**src/rtl/uart_ram_loader.sv**
```systemverilog
// Packs received UART bytes into 32-bit words (first byte in [31:24]) and
// writes them to consecutive RAM addresses 0..LAST_ADDR, then pulses done.
module uart_ram_loader #(
  parameter int unsigned ADDR_WIDTH = 7,
  parameter int unsigned LAST_ADDR  = 127
) (
  input  logic                  clk,
  input  logic                  rst_n,
  input  logic [7:0]            rx_data,
  input  logic                  rx_valid,
  input  logic                  start,
  output logic                  ram_en,
  output logic                  ram_action,
  output logic [ADDR_WIDTH-1:0] ram_addr,
  output logic [31:0]           ram_wdata,
  output logic                  busy,
  output logic                  done,
  output logic [ADDR_WIDTH:0]   word_count,
  output logic                  overflow
);

  localparam int unsigned CNT_WIDTH = ADDR_WIDTH + 1;

  typedef enum logic [1:0] {
    IDLE    = 2'd0,
    COLLECT = 2'd1,
    WRITE   = 2'd2,
    DONE    = 2'd3
  } state_t;

  state_t                state_q, state_d;
  logic [1:0]            idx_q, idx_d;
  logic [31:0]           shreg_q, shreg_d;
  logic [ADDR_WIDTH-1:0] addr_d;
  logic [31:0]           wdata_d;
  logic [CNT_WIDTH-1:0]  cnt_d;
  logic                  ovf_d;
  logic                  last_addr;

  assign last_addr = (ram_addr == ADDR_WIDTH'(LAST_ADDR));

  // State register plus all registered outputs, derived from next-state values
  always_ff @(posedge clk) begin
    if (!rst_n) begin
      state_q    <= IDLE;
      idx_q      <= 2'd0;
      shreg_q    <= 32'd0;
      ram_addr   <= '0;
      ram_wdata  <= 32'd0;
      word_count <= '0;
      overflow   <= 1'b0;
      ram_en     <= 1'b0;
      ram_action <= 1'b0;
      busy       <= 1'b0;
      done       <= 1'b0;
    end else begin
      state_q    <= state_d;
      idx_q      <= idx_d;
      shreg_q    <= shreg_d;
      ram_addr   <= addr_d;
      ram_wdata  <= wdata_d;
      word_count <= cnt_d;
      overflow   <= ovf_d;
      ram_en     <= (state_d == WRITE);
      ram_action <= (state_d == WRITE);
      busy       <= (state_d == COLLECT) || (state_d == WRITE);
      done       <= (state_d == DONE);
    end
  end

  // Next-state and datapath; start overrides everything, including a pending byte
  always_comb begin
    state_d = state_q;
    idx_d   = idx_q;
    shreg_d = shreg_q;
    addr_d  = ram_addr;
    wdata_d = ram_wdata;
    cnt_d   = word_count;
    ovf_d   = overflow;

    if (start) begin
      state_d = COLLECT;
      idx_d   = 2'd0;
      shreg_d = 32'd0;
      addr_d  = '0;
      cnt_d   = '0;
      ovf_d   = 1'b0;
    end else begin
      case (state_q)
        IDLE: begin
          if (rx_valid) ovf_d = 1'b1;
        end
        COLLECT: begin
          if (rx_valid) begin
            shreg_d = {shreg_q[23:0], rx_data};
            idx_d   = 2'(idx_q + 2'd1);
            if (idx_q == 2'd3) begin
              wdata_d = {shreg_q[23:0], rx_data};
              state_d = WRITE;
            end
          end
        end
        WRITE: begin
          cnt_d = CNT_WIDTH'(word_count + 1'b1);
          if (last_addr) begin
            state_d = DONE;
            // Nothing left to load, so a byte here has nowhere to go
            if (rx_valid) ovf_d = 1'b1;
          end else begin
            addr_d  = ADDR_WIDTH'(ram_addr + 1'b1);
            state_d = COLLECT;
            if (rx_valid) begin
              shreg_d = {shreg_q[23:0], rx_data};
              idx_d   = 2'(idx_q + 2'd1);
            end
          end
        end
        DONE: begin
          state_d = IDLE;
          if (rx_valid) ovf_d = 1'b1;
        end
        default: state_d = IDLE;
      endcase
    end
  end

endmodule

```
**config.mk**
```make
export PLATFORM = sky130hd
export DESIGN_NAME = uart_ram_loader
export DESIGN_NICKNAME = d
export VERILOG_FILES = /design/src/rtl/uart_ram_loader.sv
export SDC_FILE = /design/constraint.sdc
export NUM_CORES = 1
export LEC_CHECK = 0
export BUFFER_PORTS_ARGS = -buffer_cell sky130_fd_sc_hd__buf_2
export CORE_ASPECT_RATIO = 1.2
export CORE_MARGIN = 4
export CORE_UTILIZATION = 54
export DETAILED_ROUTE_END_ITERATION = 6
export GPL_ROUTABILITY_DRIVEN = 0
export HOLD_SLACK_MARGIN = 0.05
export PLACE_DENSITY_LB_ADDON = 0.08
export SETUP_SLACK_MARGIN = 0.5
export SYNTH_ARGS = -nofsm -noshare
export SYNTH_HDL_FRONTEND = slang
export SYNTH_SLANG_ARGS = --single-unit
```
**constraint.sdc**
```tcl
create_clock -name clk -period 2 [get_ports clk]
set_input_delay 0.3 -clock clk [delete_from_list [all_inputs] [get_ports clk]]
set_output_delay 0.3 -clock clk [all_outputs]
set_load 0.05 [all_outputs]
```
# Word level (Yosys, flattened, before mapping)
# Cells that the tools add are included.
# op_classes
bitwise_logic	3
n_eq_ne	10
mux	14
addsub	3
n_reduce_logical	10
# ops
op	n
$mux W32	2
$pmux W32 S2	1
$mux W2	6
$eq A2 B2 Y1 const B	5
$add A8 B1 Y8 const B	1
$add A7 B1 Y7 const B	1
$eq A7 B7 Y1 const B	1
$pmux W2 S3	1
$reduce_and A2 Y1	3
$eq A2 B1 Y1 const B	2
$ne A2 B2 Y1 const B	2
$pmux W2 S2	1
$reduce_and A4 Y1	1
$reduce_bool A2 Y1	2
$reduce_or A2 Y1	2
$not A1 Y1	3
$add A2 B1 Y2 const B	1
$logic_not A2 Y1	1
$mux W1	2
$pmux W1 S2	1
$logic_or A1 B1 Y1	1
# word_totals
input_bits	12
reg_bits	87
output_inout_bits	52

# Depth between registers and ports, before layout
# depth
depth_word	7
depth_mapped	6

# Worst setup path after synthesis
# Ideal clock, no wire load.
# synth_timing
kind	flip-flop to flip-flop
startpoint	register ram_addr[0]
endpoint	register busy
path_slack_ns	0.069
arrival_ns	1.865
path_stages_with_launch	7
cell_sequence	dfxtp_1 > ha_1 > and3b_2 > nor4b_1 > or2_2 > ha_1 > nor2_1
# synth_between
elab_chain_len	6
# synth_rtl
element	line	source
start: declaration	14	output logic [ADDR_WIDTH-1:0] ram_addr,
start signal: assignment	60	ram_addr <= addr_d;
$eq A7 B7 Y1 *	40	assign last_addr = (ram_addr == ADDR_WIDTH'(LAST_ADDR));
$mux W2 *	105	if (last_addr) begin
$pmux W2 S3 *	89	case (state_q)
$mux W2 *	81	if (start) begin
named net state_d[1]	31	state_t state_q, state_d;
$eq A2 B1 Y1 / $eq A2 B2 Y1 (equally long branches)	66	busy <= (state_d == COLLECT) || (state_d == WRITE);
$logic_or A1 B1 Y1 *	66	
end signal: assignment	66	
end: declaration	16	output logic busy,
# The timed path passes the listed nets; every way through them passes the cells marked *.
# A chain may end at the register's enable or synchronous reset.

# Worst setup path in the final report
# Ends and elaborated chain as after synthesis.

==> flow_metrics.py <==
metrics = {
    "clock_tree": {
        "cts_hold_buf": 0,
        "cts.sinks": 79,
        "htree_num_levels": 3,
        "worstSkewPairLatency_ns": 0.36,
        "cts_buffers": 9,
        "cts_tree": "done",
        "clockBufferDepth": 2,
        "cts-root-buf": "clkbuf_8",
        "clk_pin_slew_ns": 0.09,
    },
    "sta": {
        "max_clock_freq_mhz": 652,
        "min_period_over_period_pct": 76.6,
        "grt_setup_unrepaired": "yes",
        "tns_ns": 0,
        "final.min_clock_period_ns": 1.53,
        "finalHoldViolCount": 0,
        "skew_ns": 0.0140,
        "max_slew_margin_pct": 34.0,
        "worstMarginPinSlew_ns": 0.984,
        "slew_viol_final": 0,
        "finalSetupViolations": 0,
    },
    "yosys": {
        "syn-mean-instance-area_um2": 9.08,
        "ys_ff_latch": 79,
        "ys_seq_area_share_pct": 49.5,
        "ys_async_sr_fraction_pct": 0,
        "yosys_most_used_dff": "dfxtp_1",
        "synth.distinct_cells": 47,
        "synthCells": 352,
        "syn_nets": 369,
        "synth_edf_count": 0,
        "yosys_warnings": 0,
        "syn_area_um2": 3200,
    },
    "setup_path": {
        "crit_path_max_fanout": 3,
        "start_kind": "flip-flop",
        "endpoint_kind": "flip-flop",
        "cp.required_ns": 2.21,
        "cp.arrival_ns": 1.75,
        "critical_path_class": "flip-flop to flip-flop",
    },
    "placement": {
        "place.port_buffers": 63,
        "dp_cells": 474,
        "hpwl_um": 4680,
    },
    "global_route": {
        "grt_pass1_wl_um": 12100,
        "antenna_found_initial": 0,
        "overflow": 0,
        "grt_pass1_vias": 2617,
        "grt_max_degree": 45,
        "grtUsageTotal_pct": 21.1,
    },
    "floorplanning": {
        "die_area_um2": 7220,
        "die_x_um": 78.2,
        "core_um2": 5710,
        "rows": 30,
        "num_io_pins": 64,
        "start_util_pct": 56.0,
        "fp.dieH_um": 92.3,
    },
    "cells_and_area": {
        "insertedDiodeCount": 0,
        "drive_gt1_share_pct": 28.4,
        "final_common_cell": "dfxtp_1",
        "fin_cells": 495,
        "multiInputGateArea_um2": 1500,
        "syn2layout_area_growth_pct": 21.9,
        "final_cell_mix": "64 x dfxtp_1, 63 x buf_2, 43 x nand2_1",
        "fillers": 517,
        "seq_area_um2": 1610,
        "nets": 427,
    },
    "run_status": {
        "outcome": "completed",
    },
    "power": {
        "power_frac_seq_pct": 52.4,
        "power_switching_mw": 0.683,
        "peakVddDrop_mv": 0.553,
        "power_frac_comb_pct": 4.8,
        "p_int_mw": 2.33,
        "swShare_pct": 22.7,
        "power.density_nw_per_um2": 773,
        "power_leakage_nw": 1.53,
        "power_frac_clock_pct": 42.8,
    },
    "route": {
        "dr.pass1.iters": 4,
        "drc": 0,
        "wl_per_cell_um": 14.8,
        "ant_nets": 0,
        "wirelength_um": 7340,
        "drt_iter0_markers": 127,
        "via_count": 2753,
        "via_per_inst": 5.56,
    },
    "worst_hold_path": {
        "hold_path_class": "input port to flip-flop",
    },
    "job": {
        "max_cap_viol_count": 0,
    },
}
## critical path, stage by stage, from the launching register on
cell	delay, ns
dfxtp_4	0.36
ha_4	0.16
and3b_2	0.20
nor4b_4	0.13
or2_4	0.26
ha_4	0.25
nor2_1	0.03
## synthesized netlist by cell type, drive strengths merged, types with 2 or more instances
cell,n,area share [%]
dfxtp,79,49
nand2,43,5.0
o21ai,39,6.1
a21oi,38,5.9
nand3,36,5.8
mux2i,29,9.1
clkbuf,18,2.1
buf,10,3.0
nor2,7,0.82
inv,6,0.70
ha,5,2.0
or3,4,0.78
and2,3,0.63
nand4b,3,0.82
a31oi,2,0.39
and3,2,0.43
nand2b,2,0.39
nand3b,2,0.47
nor2b,2,0.63
xnor2,2,0.55
## layout make-up
type | count | share of cell area [%]
Multi-Input combinational cell | 238 | 38.5
Timing Repair Buffer | 75 | 11.4
Sequential cell | 79 | 41.4
Clock inverter | 5 | 2.12
Clock buffer | 11 | 3.37
Tap cell | 80 | 2.57
Inverter | 7 | 0.674
## metal layers
metal / share of wire, % / up-vias / GRT usage [%]
met5: 0 / - / 0
met4: 1.8 / 0 / 9.18
met3: 4.9 / 10 / 4.72
met2: 49 / 68 / 35.2
met1: 44 / 1324 / 25.9
li1: - / 1351 / -
## final timing paths
| check | from | to | slack [ns] | cells after the start |
|---|---|---|---|---|
| worst max-delay path | ram_addr[0]$_SDFFE_PP0P_ | busy$_SDFF_PN0_ | 0.47 | 6 |
| worst min-delay path | rx_data[4] | shreg_q[4]$_SDFFE_PP0P_ | 0.19 | 3 |
| worst max register to register | ram_addr[0]$_SDFFE_PP0P_ | busy$_SDFF_PN0_ | 0.47 | 6 |
| worst min register to register | shreg_q[2]$_SDFFE_PP0P_ | ram_wdata[10]$_SDFFE_PN0P_ | 0.46 | 2 |
## power groups by stage
stage               Sequential [mW]  Combinational [mW]  Clock (mW)
global route                   1.58               0.156        1.38
CTS                            1.58               0.134        1.30
finish                         1.58               0.144        1.29
global placement               1.62               0.130           0
floorplan                      1.62              0.0922           0
detailed placement             1.62               0.131           0
## cell families (layout without fill, tap and decap cells)
| family | count (synthesis) | after routing | share of synthesized area, % |
|---|---|---|---|
| XOR/XNOR | 3 | 3 | 0.822 |
| buffers and inverters | 35 | 98 | 5.91 |
| flip-flops | 79 | 79 | 49.5 |
| AO/OA/AOI/OAI | 87 | 87 | 14.5 |
| multiplexers | 29 | 29 | 9.08 |
| adder cells (fa/ha/maj) | 5 | 5 | 1.96 |
| AND/OR/NAND/NOR | 114 | 114 | 18.2 |
## registers in the layout, summed over array words and instances (netlist names)
| signal | flops |
|---|---|
| shreg_q | 24 |
| ram_action | 1 |
| overflow | 1 |
| ram_wdata | 32 |
| ram_addr | 7 |
| word_count | 8 |
| idx_q | 2 |
| busy | 1 |
| done | 1 |
| state_q | 2 |
## metrics by stage
stage                     cell area [um2]  utilization (%)  setup WS, ns  power [mW]  hold slack (ns)
after CTS                            3840             67.4         0.473        3.02            0.181
after floorplan                      3280                -         0.400        1.71            0.418
after global placement               3580             62.8         0.341        1.75            0.436
final                                3900             68.3         0.467        3.01            0.189
after detailed placement             3580             62.8         0.313        1.75            0.449
after global routing                 3900             68.3         0.406        3.12            0.182
## timing repair
item	4_1_cts	5_1_grt
buffers inserted	4	0
resized for setup	6	10
cloned	0	1
hold endpoints to repair	0	0
endpoints found under the setup margin	33	45
pin swaps	5	0
(Power assumes the default switching activity.)
